File: config.mk
export PLATFORM = sky130hd
export DESIGN_NAME = ppu_job_arbiter
export DESIGN_NICKNAME = d
export VERILOG_FILES = /design/src/rtl/ppu_job_arbiter.sv
export SDC_FILE = /design/constraint.sdc
export NUM_CORES = 1
export LEC_CHECK = 0
export CORE_AREA = 5 5 562 564
export CTS_CLUSTER_SIZE = 10
export DETAILED_ROUTE_END_ITERATION = 16
export DIE_AREA = 0 0 567 569
export GPL_ROUTABILITY_DRIVEN = 0
export PLACE_DENSITY = 0.33
export SETUP_SLACK_MARGIN = 0.2
export SLEW_MARGIN = 20
export SYNTH_ARGS = -nofsm -noshare
export SYNTH_HDL_FRONTEND = slang
export SYNTH_SLANG_ARGS = --single-unit
File: constraint.sdc
create_clock -name clk -period 7.05 [get_ports clk]
set_input_delay 1.0575 -clock clk [delete_from_list [all_inputs] [get_ports clk]]
set_output_delay 1.0575 -clock clk [all_outputs]
set_load 0.02 [all_outputs]
File: src/rtl/ppu_job_arbiter.sv
// Round-robin arbiter that hands one shared PPU datapath to NREQ requesters:
// grant, stream BEATS partial-sum beats, wait for the PPU result, respond.
module ppu_job_arbiter #(
  parameter int NREQ    = 2,
  parameter int BEATS   = 16,
  parameter int TIMEOUT = 1023,
  parameter int PSUM_W  = 384,
  localparam int IDW    = (NREQ > 1) ? $clog2(NREQ) : 1
) (
  input  logic                     clk,
  input  logic                     rst_n,
  input  logic [NREQ-1:0]          req_i,
  input  logic [NREQ*16-1:0]       req_cfg_i,
  input  logic [NREQ*PSUM_W-1:0]   req_psum_i,
  input  logic [NREQ-1:0]          req_psum_valid_i,
  output logic [NREQ-1:0]          gnt_o,
  output logic [PSUM_W-1:0]        ppu_psum_o,
  output logic [7:0]               ppu_scale_o,
  output logic [7:0]               ppu_bias_o,
  output logic                     ppu_valid_o,
  input  logic                     ppu_done_i,
  input  logic [127:0]             ppu_data_i,
  output logic                     rsp_valid_o,
  output logic [IDW-1:0]           rsp_id_o,
  output logic [127:0]             rsp_data_o,
  output logic                     rsp_err_o,
  output logic                     busy_o
);

  localparam int BCW = $clog2(BEATS) + 1;
  localparam int WCW = $clog2(TIMEOUT + 1);

  typedef enum logic [1:0] {IDLE, STREAM, WAIT_DONE, RESP} state_t;

  state_t          state_reg;
  logic [IDW-1:0]  gid_reg;
  logic [IDW-1:0]  ptr_reg;
  logic [BCW-1:0]  beat_cnt_reg;
  logic [WCW-1:0]  wait_cnt_reg;
  logic [WCW-1:0]  wait_cnt_next;

  logic [15:0]       cfg_arr  [NREQ];
  logic [PSUM_W-1:0] psum_arr [NREQ];

  logic            pick_valid;
  logic [IDW-1:0]  pick_id;
  logic [IDW-1:0]  cand;

  genvar gi;
  generate
    for (gi = 0; gi < NREQ; gi++) begin : g_unpack
      assign cfg_arr[gi]  = req_cfg_i[gi*16 +: 16];
      assign psum_arr[gi] = req_psum_i[gi*PSUM_W +: PSUM_W];
    end
  endgenerate

  // Scan from the farthest candidate back to ptr+1 so the nearest requester wins.
  always_comb begin
    pick_valid = 1'b0;
    pick_id    = '0;
    cand       = '0;
    for (int i = NREQ; i >= 1; i--) begin
      cand = IDW'((int'(ptr_reg) + i) % NREQ);
      if (req_i[cand]) begin
        pick_valid = 1'b1;
        pick_id    = cand;
      end
    end
  end

  assign wait_cnt_next = (wait_cnt_reg == {WCW{1'b1}}) ? wait_cnt_reg : wait_cnt_reg + 1'b1;

  assign ppu_psum_o  = psum_arr[gid_reg];
  assign ppu_valid_o = (state_reg == STREAM) && req_psum_valid_i[gid_reg];

  always_ff @(posedge clk or negedge rst_n) begin
    if (!rst_n) begin
      state_reg    <= IDLE;
      gid_reg      <= '0;
      ptr_reg      <= IDW'(NREQ - 1);
      beat_cnt_reg <= '0;
      wait_cnt_reg <= '0;
      gnt_o        <= '0;
      ppu_scale_o  <= '0;
      ppu_bias_o   <= '0;
      rsp_valid_o  <= 1'b0;
      rsp_id_o     <= '0;
      rsp_data_o   <= '0;
      rsp_err_o    <= 1'b0;
      busy_o       <= 1'b0;
    end else begin
      case (state_reg)
        IDLE: begin
          if (pick_valid) begin
            gid_reg      <= pick_id;
            ppu_scale_o  <= cfg_arr[pick_id][15:8];
            ppu_bias_o   <= cfg_arr[pick_id][7:0];
            gnt_o        <= NREQ'(1) << pick_id;
            busy_o       <= 1'b1;
            beat_cnt_reg <= '0;
            state_reg    <= STREAM;
          end
        end
        STREAM: begin
          if (ppu_valid_o) begin
            beat_cnt_reg <= beat_cnt_reg + 1'b1;
            if (beat_cnt_reg == BCW'(BEATS - 1)) begin
              wait_cnt_reg <= '0;
              state_reg    <= WAIT_DONE;
            end
          end
        end
        WAIT_DONE: begin
          // A done arriving on the limit cycle still counts as success.
          if (ppu_done_i) begin
            rsp_data_o  <= ppu_data_i;
            rsp_err_o   <= 1'b0;
            rsp_id_o    <= gid_reg;
            rsp_valid_o <= 1'b1;
            state_reg   <= RESP;
          end else begin
            wait_cnt_reg <= wait_cnt_next;
            if (wait_cnt_next == WCW'(TIMEOUT)) begin
              rsp_data_o  <= '0;
              rsp_err_o   <= 1'b1;
              rsp_id_o    <= gid_reg;
              rsp_valid_o <= 1'b1;
              state_reg   <= RESP;
            end
          end
        end
        RESP: begin
          rsp_valid_o <= 1'b0;
          gnt_o       <= '0;
          busy_o      <= 1'b0;
          ptr_reg     <= gid_reg;
          state_reg   <= IDLE;
        end
        default: state_reg <= IDLE;
      endcase
    end
  end

endmodule

* Word level (Yosys, flattened, before mapping)
Cells that the tools add are included.
** Word-level totals
- Output and inout port bits :: 535
- Input bits :: 935
- Bits in registers :: 169
- Word-level logic and storage cells :: 92
** Cells by class
- Muxes and demuxes :: 42
- Bitwise operators :: 2
- Reductions and logical operators :: 14
- Shift operators :: 1
- $lt $le $gt $ge :: 5
- Add/subtract/negate cells :: 4
- Eq/ne operators :: 11
** Operators with widths (count)
- $mux 384 :: 3
- $mux 128 :: 2
- $mux 16 :: 3
- $mux 10 :: 4
- $eq 10x10->1 const B :: 2
- $pmux 10 s2 :: 1
- $mux 1 :: 16
- $mux 2 :: 6
- $add 10x1->10 const B :: 1
- $mux 5 :: 2
- $pmux 5 s2 :: 1
- $reduce_bool 2->1 :: 5
- $pmux 2 s4 :: 1
- $reduce_and 2->1 :: 4
- $reduce_and 4->1 :: 2
- $lt 1x2->1 const B :: 3
- $ne 2x2->1 const B :: 3
- $add 5x1->5 const B :: 1
- $eq 5x4->1 const B :: 1
- $eq 2x2->1 const B :: 2
- $ge 2x2->1 const B :: 2
- $not 1->2 :: 2
- $pmux 1 s2 :: 2
- $pmux 2 s2 :: 1
- other kinds (8) :: 9

* Longest topological paths before layout
Gate-level depths: netlist of the first run.
- Depth after elaboration :: 9
- Mapped depth :: 10
- Depth with buffers taken out :: 9

* Worst setup path before layout of the first run
OpenSTA, ideal clock, no wires.
- Path kind :: register to output
- From :: register gid_reg
- To :: output port ppu_psum_o[356]
- Buffers on the path :: 3
- Data arrival time :: 1702 ps
- Cell stages (with the launch flop) :: 5
- Setup slack :: 4290 ps
- Cells stage by stage :: dfrtp_1 > clkbuf_1 > clkbuf_1 > clkbuf_1 > mux2_2
** On the way
- Cells in the longest elaborated chain, start to end :: 4
** RTL lines
- start: declaration :: line 36 : logic [IDW-1:0] gid_reg;
- start signal: assignment :: line 95 : gid_reg <= pick_id;
- $not 1->2 (not written as such) :: line 73 : assign ppu_psum_o = psum_arr[gid_reg];
- $mux 384 (not written as such) (3 in a row) :: line 73
- end: declaration :: line 17 : output logic [PSUM_W-1:0] ppu_psum_o,
Every way passes these cells. The select of a mux whose other input is x is not followed.

* Worst setup path in the final report of the first run
- From :: register gid_reg
- To :: output port ppu_psum_o[236]
Same word-level chain as after synthesis.

==> results of run 1 <==
## metrics by stage
step / worst slack [ns] / area [sq um] / util (%) / hold WS, ns / std cells
after global placement: 2.388 / 32040 / 10.32 / 0.4738 / 6641
after global routing: 2.326 / 32760 / 10.55 / 0.5199 / 6716
after detailed placement: 2.359 / 32040 / 10.32 / 0.4694 / 6641
final: 2.463 / 32800 / 10.57 / 0.4856 / 6734
after floorplan: 4.290 / 12410 / - / 0.4856 / 1116
after CTS: 2.294 / 32650 / 10.52 / 0.4879 / 6673
## worst max-delay path, stage by stage (launching register included)
cell and delay (ns):
dfrtp_4 0.77, buf_4 0.42, buf_4 0.56, mux2_2 0.40, clkdlybuf4s50_1 0.79
## worst max path at each step
stage                        startpoint  slack (ns)         endpoint
CTS                 gid_reg$_DFFE_PN0P_        2.29  ppu_psum_o[236]
finish              gid_reg$_DFFE_PN0P_        2.46  ppu_psum_o[236]
detailed placement  req_psum_valid_i[1]        2.36      ppu_valid_o
global placement    req_psum_valid_i[1]        2.39      ppu_valid_o
global route        gid_reg$_DFFE_PN0P_        2.33  ppu_psum_o[236]
floorplan           gid_reg$_DFFE_PN0P_        4.29  ppu_psum_o[356]
## layout make-up
type / count / area share (%)
Timing Repair Buffer: 1484 / 45.33
Multi-Input combinational cell: 838 / 23.54
Tap cell: 4140 / 15.79
Sequential cell: 169 / 12.91
Clock buffer: 18 / 1.339
Clock inverter: 14 / 0.5112
Antenna cell: 61 / 0.4654
Inverter: 10 / 0.1144
## cell families (layout without fill, tap and decap cells)
kind of cell	count (synthesis)	count (layout)	synth area share, %
other	0	61	0
adders and majority gates	8	8	0.8066
muxes	406	406	36.63
xor gates and xnor gates	1	1	0.07058
AOI/OAI and AO/OA	199	199	13.97
DFF	169	169	34.09
buffers and inverters	109	1526	3.952
and+or+nand+nor	224	224	10.49
## routing by layer
layer  global-route usage [%]  routed length, um
met1                    12.75              74490
met4                    4.933              10010
met2                    23.18             109900
met3                    5.142              20250
met5                   0.3867                379
## synthesized netlist by cell type (all sizes together), types with 2 or more instances
cell type	count	area share (%)
nand3	5	0.20
nand4	5	0.42
mux2i	21	1.7
a31oi	5	0.25
o311ai	2	0.14
nor2b	131	6.6
nor3	8	0.45
and3	3	0.15
nand2	35	1.1
inv	10	0.30
a221o	129	10
nor2	19	0.57
o21a	3	0.18
o22ai	2	0.10
clkbuf	78	2.4
mux2	385	35
buf	21	1.3
dfrtp	168	34
or3	7	0.35
and2	3	0.15
and4	2	0.14
a22o	2	0.14
o211ai	3	0.18
a32o	3	0.24
o21ai	30	1.2
ha	8	0.81
a21oi	9	0.36
## power groups by stage
stage	registers (mW)	clock network [mW]	logic, mW
5_1_grt	1.70	1.14	7.98
3_5_place_dp	1.64	0	7.72
2_1_floorplan	1.95	0	3.17
6_report	1.64	1.05	7.63
4_1_cts	1.65	1.12	7.76
3_3_place_gp	1.65	0	7.76
==> impl_metrics.py, run 1 <==
metrics = {
    "pwr": {
        "powerDensity_nw_per_um2": 314.7,
        "p_leak_nw": 10.61,
        "pwr-share-comb_pct": 73.9,
        "pwr-share-seq_pct": 15.9,
        "ir_drop_mv": 0.2048,
        "power_mw": 10.32,
        "p_int_mw": 5.260,
        "pwr-share-clk_pct": 10.2,
        "switchingPower_mw": 5.062,
        "switching_share_pct": 49.04,
    },
    "worst_setup_path": {
        "start_kind": "flip-flop",
        "rrSetupSlack_ns": 3.19,
        "r2r-start": "wait_cnt_reg[0]$_DFFE_PN0P_",
        "worstPathArrival_ns": 3.53,
        "critical_path_class": "flip-flop to primary output",
        "reg2reg_to": "rsp_data_o[102]$_DFFE_PN0P_",
        "cp-end-kind": "primary output",
        "reg2reg_depth": 8,
        "worstPathRequired_ns": 5.99,
        "critPathMaxFanout": 44,
    },
    "cells_and_area": {
        "num-nets-final": 3463,
        "fill_cells": 35673,
        "largest_register_ff_count": 128,
        "final-seq-area_sq_um": 4234,
        "multi_input_area_sq_um": 7721,
        "mostFrequentLayoutCell": "clkdlybuf4s50_1",
        "layout_common_cells": "clkdlybuf4s50_1, mux2_2, dfrtp_1",
        "syn_to_final_growth_pct": 164.3,
        "drive_gt1_share_pct": 17.65,
    },
    "placement": {
        "dpl.hpwl_um": 196600,
        "port_buffers": 1469,
    },
    "sta": {
        "fmax_ghz": 0.2180,
        "skew_ns": 0.02058,
        "fin_tns_setup_ns": 0,
        "setup_violations": 0,
        "fin_crit_ns": 4.587,
        "worstMarginPinSlew_ns": 1.073,
        "hold_violations": 0,
        "max_slew_margin_pct": 28.44,
        "drv_slew": 0,
        "finalCritPeriodShare_pct": 65.06,
        "grt_setup_unrepaired": "no",
    },
    "logic_synthesis": {
        "synth_warnings": 0,
        "ys_seq_area_share_pct": 34.09,
        "synth_flop_cell": "dfrtp_1",
        "synth.distinct_cells": 53,
        "ys_seq_elements": 169,
        "synth_edf_count": 0,
        "synth_fp_nets": 2059,
        "syn_area_sq_um": 12410,
        "synthArstFlopShare_pct": 100.0,
        "synthCells": 1116,
        "avgSynthCellArea_sq_um": 11.12,
    },
    "worst_hold_path": {
        "min-delay-path-class": "flip-flop to flip-flop",
        "min_path_cells": 2,
        "hp-start": "ppu_bias_o[7]$_DFFE_PN0P_",
        "hold_path_end": "ppu_bias_o[7]$_DFFE_PN0P_",
    },
    "route": {
        "drt-total-wl_um": 215100,
        "antenna_left": 0,
        "first_pass_iters": 4,
        "remaining_drc_errors": 0,
        "num_vias": 17175,
        "drtIter0Drc": 1060,
        "post_drt_wl_per_cell_um": 31.94,
        "routed_via_density": 2.550,
    },
    "job": {
        "drv_cap": 0,
    },
    "grt": {
        "antenna_found_initial": 253,
        "grt_pass1_wl_um": 252400,
        "grt_start_max_net_pins": 130,
        "grtUsageTotal_pct": 12.66,
        "grt-ovfl-total": 0,
        "grt_pass1_vias": 16889,
    },
    "floorplanning": {
        "die_y_um": 569,
        "die-area_sq_um": 322600,
        "die_x_um": 567,
        "core_area_sq_um": 310400,
        "initial_core_util_pct": 3.999,
        "io_pins": 1470,
        "rows": 205,
    },
    "clock_tree": {
        "cts_setup_buffers": 0,
        "cts-root-buf": "clkbuf_16",
        "clk_pin_slew_ns": 0.09,
        "ctsHoldBuffers": 0,
        "cts_made_buffers": 17,
        "cts-resized-gates": 0,
        "clk_latency_ns": 0.52,
        "cts.path.max_buffers": 2,
        "cts.sinks": 169,
        "cts_tree": "built",
        "cts_max_level": 4,
    },
    "run_status": {
        "outcome": "finished, final reports clean",
    },
}
Power figures use the tool's default switching activity.
==> run 2: changes to the inputs <==
CORE_AREA = 5 5 565 567   (was 5 5 562 564)
DIE_AREA = 0 0 570 572   (was 0 0 567 569)
clock period = 4.8 ns   (was 7.05 ns; I/O delays follow)
==> run 2 against run 1 <==
Sequential share of layout area about the same. Count of clock-buffer cells in the layout unchanged. Cell area is 0.28% higher. Utilization fell by 0.083 points. Non-clock buffer count rose by 3. Clock skew shrank 0.0050 ns. Combinational power rose by 45%. Die area rose by 1.1%. Hold slack lost 0.24 ns.
==> impl_metrics.py, run 2 (synthesized netlist as in run 1, its figures left out) <==
metrics = {
    "run_status": {
        "outcome": "finished, final reports clean",
    },
    "cells_and_area": {
        "drive_gt1_share_pct": 18.02,
        "multi_input_area_sq_um": 7722,
        "layout_common_cells": "clkdlybuf4s50_1, mux2_2, dfrtp_1",
        "syn_to_final_growth_pct": 165.0,
        "largest_register_ff_count": 128,
        "num-nets-final": 3466,
        "fill_cells": 35942,
        "mostFrequentLayoutCell": "clkdlybuf4s50_1",
        "final-seq-area_sq_um": 4234,
    },
    "sta": {
        "skew_ns": 0.01562,
        "fmax_ghz": 0.2471,
        "setup_violations": 0,
        "max_slew_margin_pct": 30.12,
        "finalCritPeriodShare_pct": 84.31,
        "worstMarginPinSlew_ns": 1.019,
        "hold_violations": 0,
        "fin_tns_setup_ns": 0,
        "fin_crit_ns": 4.047,
        "grt_setup_unrepaired": "no",
        "drv_slew": 0,
        "whs_ns": 0.2433,
    },
    "route": {
        "post_drt_wl_per_cell_um": 31.69,
        "drt-total-wl_um": 214500,
        "first_pass_iters": 5,
        "drtIter0Drc": 981,
        "remaining_drc_errors": 0,
        "num_vias": 17029,
        "antenna_left": 0,
        "routed_via_density": 2.516,
    },
    "worst_setup_path": {
        "start_kind": "flip-flop",
        "crit_chain": "buf_12 -> buf_4 -> mux2_2 -> clkdlybuf4s50_1",
        "cp_num_buf_inv": 3,
        "critPathMaxFanout": 56,
        "worstPathRequired_ns": 4.08,
        "cpLargestDelayFamily": "buffers and inverters",
        "cp-end-kind": "primary output",
        "worstPathArrival_ns": 3.33,
        "critical_path_class": "flip-flop to primary output",
        "slowest_delay_ns": 0.77,
        "critical_path.slowest_cell": "clkdlybuf4s50_1",
    },
    "worst_hold_path": {
        "min-delay-path-class": "input pin to asynchronous set/reset pin",
    },
    "floorplanning": {
        "die_y_um": 572,
        "die_x_um": 570,
        "die-area_sq_um": 326000,
        "initial_core_util_pct": 3.956,
        "rows": 206,
        "io_pins": 1470,
        "core_area_sq_um": 313700,
    },
    "grt": {
        "grt_pass1_vias": 17205,
        "grt_pass1_wl_um": 250100,
        "grt-ovfl-total": 0,
        "antenna_found_initial": 237,
        "grt_start_max_net_pins": 103,
        "grtUsageTotal_pct": 12.40,
    },
    "clock_tree": {
        "cts_setup_buffers": 0,
        "cts-resized-gates": 0,
        "clk_latency_ns": 0.52,
        "cts_made_buffers": 17,
        "cts.path.max_buffers": 2,
        "clk_pin_slew_ns": 0.08,
        "cts_max_level": 4,
        "cts-root-buf": "clkbuf_16",
        "ctsHoldBuffers": 0,
        "cts_tree": "built",
        "cts.sinks": 169,
    },
    "pwr": {
        "ir_drop_mv": 0.2967,
        "p_leak_nw": 10.64,
        "powerDensity_nw_per_um2": 458.4,
        "power_mw": 15.08,
    },
    "placement": {
        "dpl.hpwl_um": 195200,
        "port_buffers": 1469,
    },
    "job": {
        "drv_cap": 0,
    },
}
run 2: final cells by class:
type / count / area share (%)
inverter: 10 / 0.1141
clock buffer: 18 / 1.335
multi-input combinational: 838 / 23.48
clock inverter: 14 / 0.5326
timing repair buffer: 1487 / 45.30
sequential: 169 / 12.87
tap: 4160 / 15.82
antenna: 71 / 0.5402
run 2: metal layers:
layer  routed length [um]  share of wire [%]  up-vias  GRT usage, %
met1                74760                 35     8122         12.69
li1                     -                  -     7135             -
met3                20720                9.7      440         4.839
met2               109400                 51     1286         22.93
met4                 9283                4.3       46         4.097
met5                  292               0.14        -        0.5585
run 2: worst paths after layout:
check / endpoint / start / slack (ns) / cells after the start
setup / recovery: ppu_psum_o[237] / gid_reg$_DFFE_PN0P_ / 0.75 / 4
max in group asynchronous: rsp_data_o[31]$_DFFE_PN0P_ / rst_n / 3.51 / 2
setup reg to reg: rsp_data_o[96]$_DFFE_PN0P_ / wait_cnt_reg[0]$_DFFE_PN0P_ / 1.24 / 8
min in group clk: ppu_bias_o[2]$_DFFE_PN0P_ / ppu_bias_o[2]$_DFFE_PN0P_ / 0.48 / 2
hold reg to reg: ppu_bias_o[2]$_DFFE_PN0P_ / ppu_bias_o[2]$_DFFE_PN0P_ / 0.48 / 2
hold / removal: rsp_data_o[122]$_DFFE_PN0P_ / rst_n / 0.24 / 1
run 2: report_power, final:
part           internal (mW)  switching (mW)  total (mW)
Sequential              1.95           0.441        2.39
Clock                  0.804           0.783        1.59
Combinational           5.08            6.02        11.1
Total                   7.83            7.25        15.1
run 2: metrics by stage:
step | worst slack (ns) | instance area, sq um | utilization (%) | std cells
2_1_floorplan | 2.079 | 12410 | - | 1116
3_3_place_gp | 0.8110 | 32100 | 10.23 | 6664
3_5_place_dp | 0.8025 | 32100 | 10.23 | 6664
4_1_cts | 0.6526 | 32710 | 10.43 | 6696
5_1_grt | 0.6730 | 32830 | 10.47 | 6744
6_report | 0.7532 | 32890 | 10.49 | 6767
==> run 3: changes to the inputs <==
CORE_AREA = 5 5 564 566   (was 5 5 565 567)
DIE_AREA = 0 0 569 571   (was 0 0 570 572)
clock period = 3.3 ns   (was 4.8 ns; I/O delays follow)
==> run 3 against run 2 <==
Setup slack got worse by 0.46 ns. Clock skew increased by 0.0072 ns. Sequential cell count unchanged. Die area decreased by 0.35%. Largest power group unchanged. Combinational power increased by 43%. Hold slack improved by 0.24 ns. Cell count increased by 0.33%. Register-to-register slack got worse by 0.95 ns. Count of clock-buffer cells in the layout unchanged. Sequential share of layout area decreased by 0.050 points. Highest routed layer unchanged. Critical path type is now flip-flop to flip-flop.
==> impl_metrics.py, run 3 (synthesized netlist as in run 1, its figures left out) <==
metrics = {
    "sta": {
        "worstMarginPinSlew_ns": 0.7388,
        "drv_slew": 0,
        "fmax_ghz": 0.3326,
        "grt_setup_unrepaired": "yes",
        "max_slew_margin_pct": 50.75,
        "fin_crit_ns": 3.007,
        "hold_violations": 0,
        "finalCritPeriodShare_pct": 91.12,
        "worst_slack_ns": 0.2930,
        "fin_tns_setup_ns": 0,
        "skew_ns": 0.02286,
        "setup_violations": 0,
    },
    "placement": {
        "pre_cts_ws_ns": 0.2174,
        "dpl.hpwl_um": 188100,
        "port_buffers": 1469,
    },
    "grt": {
        "grt_pass1_vias": 16806,
        "grtUsageTotal_pct": 12.03,
        "grt_start_max_net_pins": 129,
        "grt-ovfl-total": 0,
        "antenna_found_initial": 229,
        "grt_pass1_wl_um": 242500,
    },
    "worst_setup_path": {
        "cp-end-kind": "flip-flop",
        "worstPathArrival_ns": 3.41,
        "start_kind": "flip-flop",
        "critPathMaxFanout": 44,
        "worstPathRequired_ns": 3.71,
        "critical_path_class": "flip-flop to flip-flop",
    },
    "pwr": {
        "power_mw": 21.58,
        "switchingPower_mw": 10.44,
        "pwr-share-clk_pct": 10.2,
        "pwr-share-comb_pct": 73.9,
        "p_leak_nw": 11.20,
        "powerDensity_nw_per_um2": 653.7,
        "ir_drop_mv": 0.3991,
        "switching_share_pct": 48.36,
        "pwr-share-seq_pct": 16.0,
        "p_int_mw": 11.15,
    },
    "worst_hold_path": {
        "min-delay-path-class": "flip-flop to flip-flop",
    },
    "floorplanning": {
        "die_y_um": 571,
        "io_pins": 1470,
        "initial_core_util_pct": 3.963,
        "rows": 206,
        "core_area_sq_um": 313200,
        "die-area_sq_um": 324900,
        "die_x_um": 569,
    },
    "clock_tree": {
        "cts.path.max_buffers": 2,
        "cts.sinks": 169,
        "cts_tree": "built",
        "clk_latency_ns": 0.53,
        "cts-root-buf": "clkbuf_16",
        "clk_pin_slew_ns": 0.09,
        "cts_max_level": 4,
        "cts_made_buffers": 17,
    },
    "route": {
        "remaining_drc_errors": 0,
        "first_pass_iters": 4,
        "num_vias": 17074,
        "drtIter0Drc": 954,
        "antenna_left": 0,
        "drt-total-wl_um": 206800,
        "routed_via_density": 2.515,
        "post_drt_wl_per_cell_um": 30.46,
    },
    "cells_and_area": {
        "mostFrequentLayoutCell": "clkdlybuf4s50_1",
        "largest_register_ff_count": 128,
        "drive_gt1_share_pct": 21.19,
        "fill_cells": 36079,
        "num-nets-final": 3497,
        "layout_common_cells": "clkdlybuf4s50_1, mux2_2, dlygate4sd2_1",
        "syn_to_final_growth_pct": 166.1,
    },
    "job": {
        "drv_cap": 0,
    },
    "run_status": {
        "outcome": "finished, final reports clean",
    },
}
## run 3: cell type report
cell class,instances,area [sq um],share of cell area (%)
Clock buffer,18,439.2,1.330
Tap cell,4160,5205,15.76
Multi-Input combinational cell,838,7724,23.39
Sequential cell,169,4234,12.82
Antenna cell,62,155.1,0.4699
Inverter,10,37.54,0.1137
Clock inverter,14,150.1,0.4547
Timing Repair Buffer,1518,15080,45.66
## run 3: final timing paths
kind / depth (start not counted) / to / from / slack, ns
worst max-delay path: 8 / rsp_data_o[14]$_DFFE_PN0P_ / wait_cnt_reg[1]$_DFFE_PN0P_ / 0.29
worst min-delay path: 2 / ppu_scale_o[4]$_DFFE_PN0P_ / ppu_scale_o[4]$_DFFE_PN0P_ / 0.49
worst max register to register: 8 / rsp_data_o[14]$_DFFE_PN0P_ / wait_cnt_reg[1]$_DFFE_PN0P_ / 0.29
worst min register to register: 2 / ppu_scale_o[4]$_DFFE_PN0P_ / ppu_scale_o[4]$_DFFE_PN0P_ / 0.49
max in group asynchronous: 3 / rsp_data_o[69]$_DFFE_PN0P_ / rst_n / 1.94
min in group asynchronous: 2 / rsp_data_o[102]$_DFFE_PN0P_ / rst_n / 0.55
## run 3: power by group through the flow
stage / registers, mW / clock network [mW] / logic (mW)
after floorplan: 4.17 / 0 / 6.76
after global placement: 3.47 / 0 / 16.4
after detailed placement: 3.43 / 0 / 16.3
after CTS: 3.46 / 2.36 / 16.4
after global routing: 3.57 / 2.36 / 16.9
final: 3.44 / 2.20 / 15.9
## run 3: what timing repair did
item | in CTS | in global routing
hold endpoints to repair | 18 | 0
cloned | 2 | 0
endpoints found under the setup margin | 318 | 123
setup buffers | 7 | 0
gates resized for setup | 302 | 3
hold buffers | 1 | 0
## run 3: layer usage
layer	part of all wire, %	track usage [%]	vias up
met5	0.20	0.5144	-
met4	4.7	4.736	38
met3	10	4.927	438
met2	48	20.76	1319
met1	37	13.05	8092
li1	-	-	7187
## run 3: worst max-delay path, stage by stage, from the launching register on
cell and delay, ns:
dfrtp_1 0.43, ha_2 0.32, nand4_4 0.16, nor3_4 0.32, a221o_1 0.25, or4b_1 0.50
o21a_4 0.34, buf_12 0.21, a221o_1 0.32
## run 3: metrics by stage
step	std cells	cell area [sq um]	hold slack, ns	util [%]
final	6789	33020	0.4875	10.54
after global routing	6780	33000	0.5082	10.54
after CTS	6727	32870	0.4954	10.50
after detailed placement	6685	32230	0.4736	10.29
after global placement	6685	32230	0.4682	10.29
after floorplan	1116	12410	0.1994	-
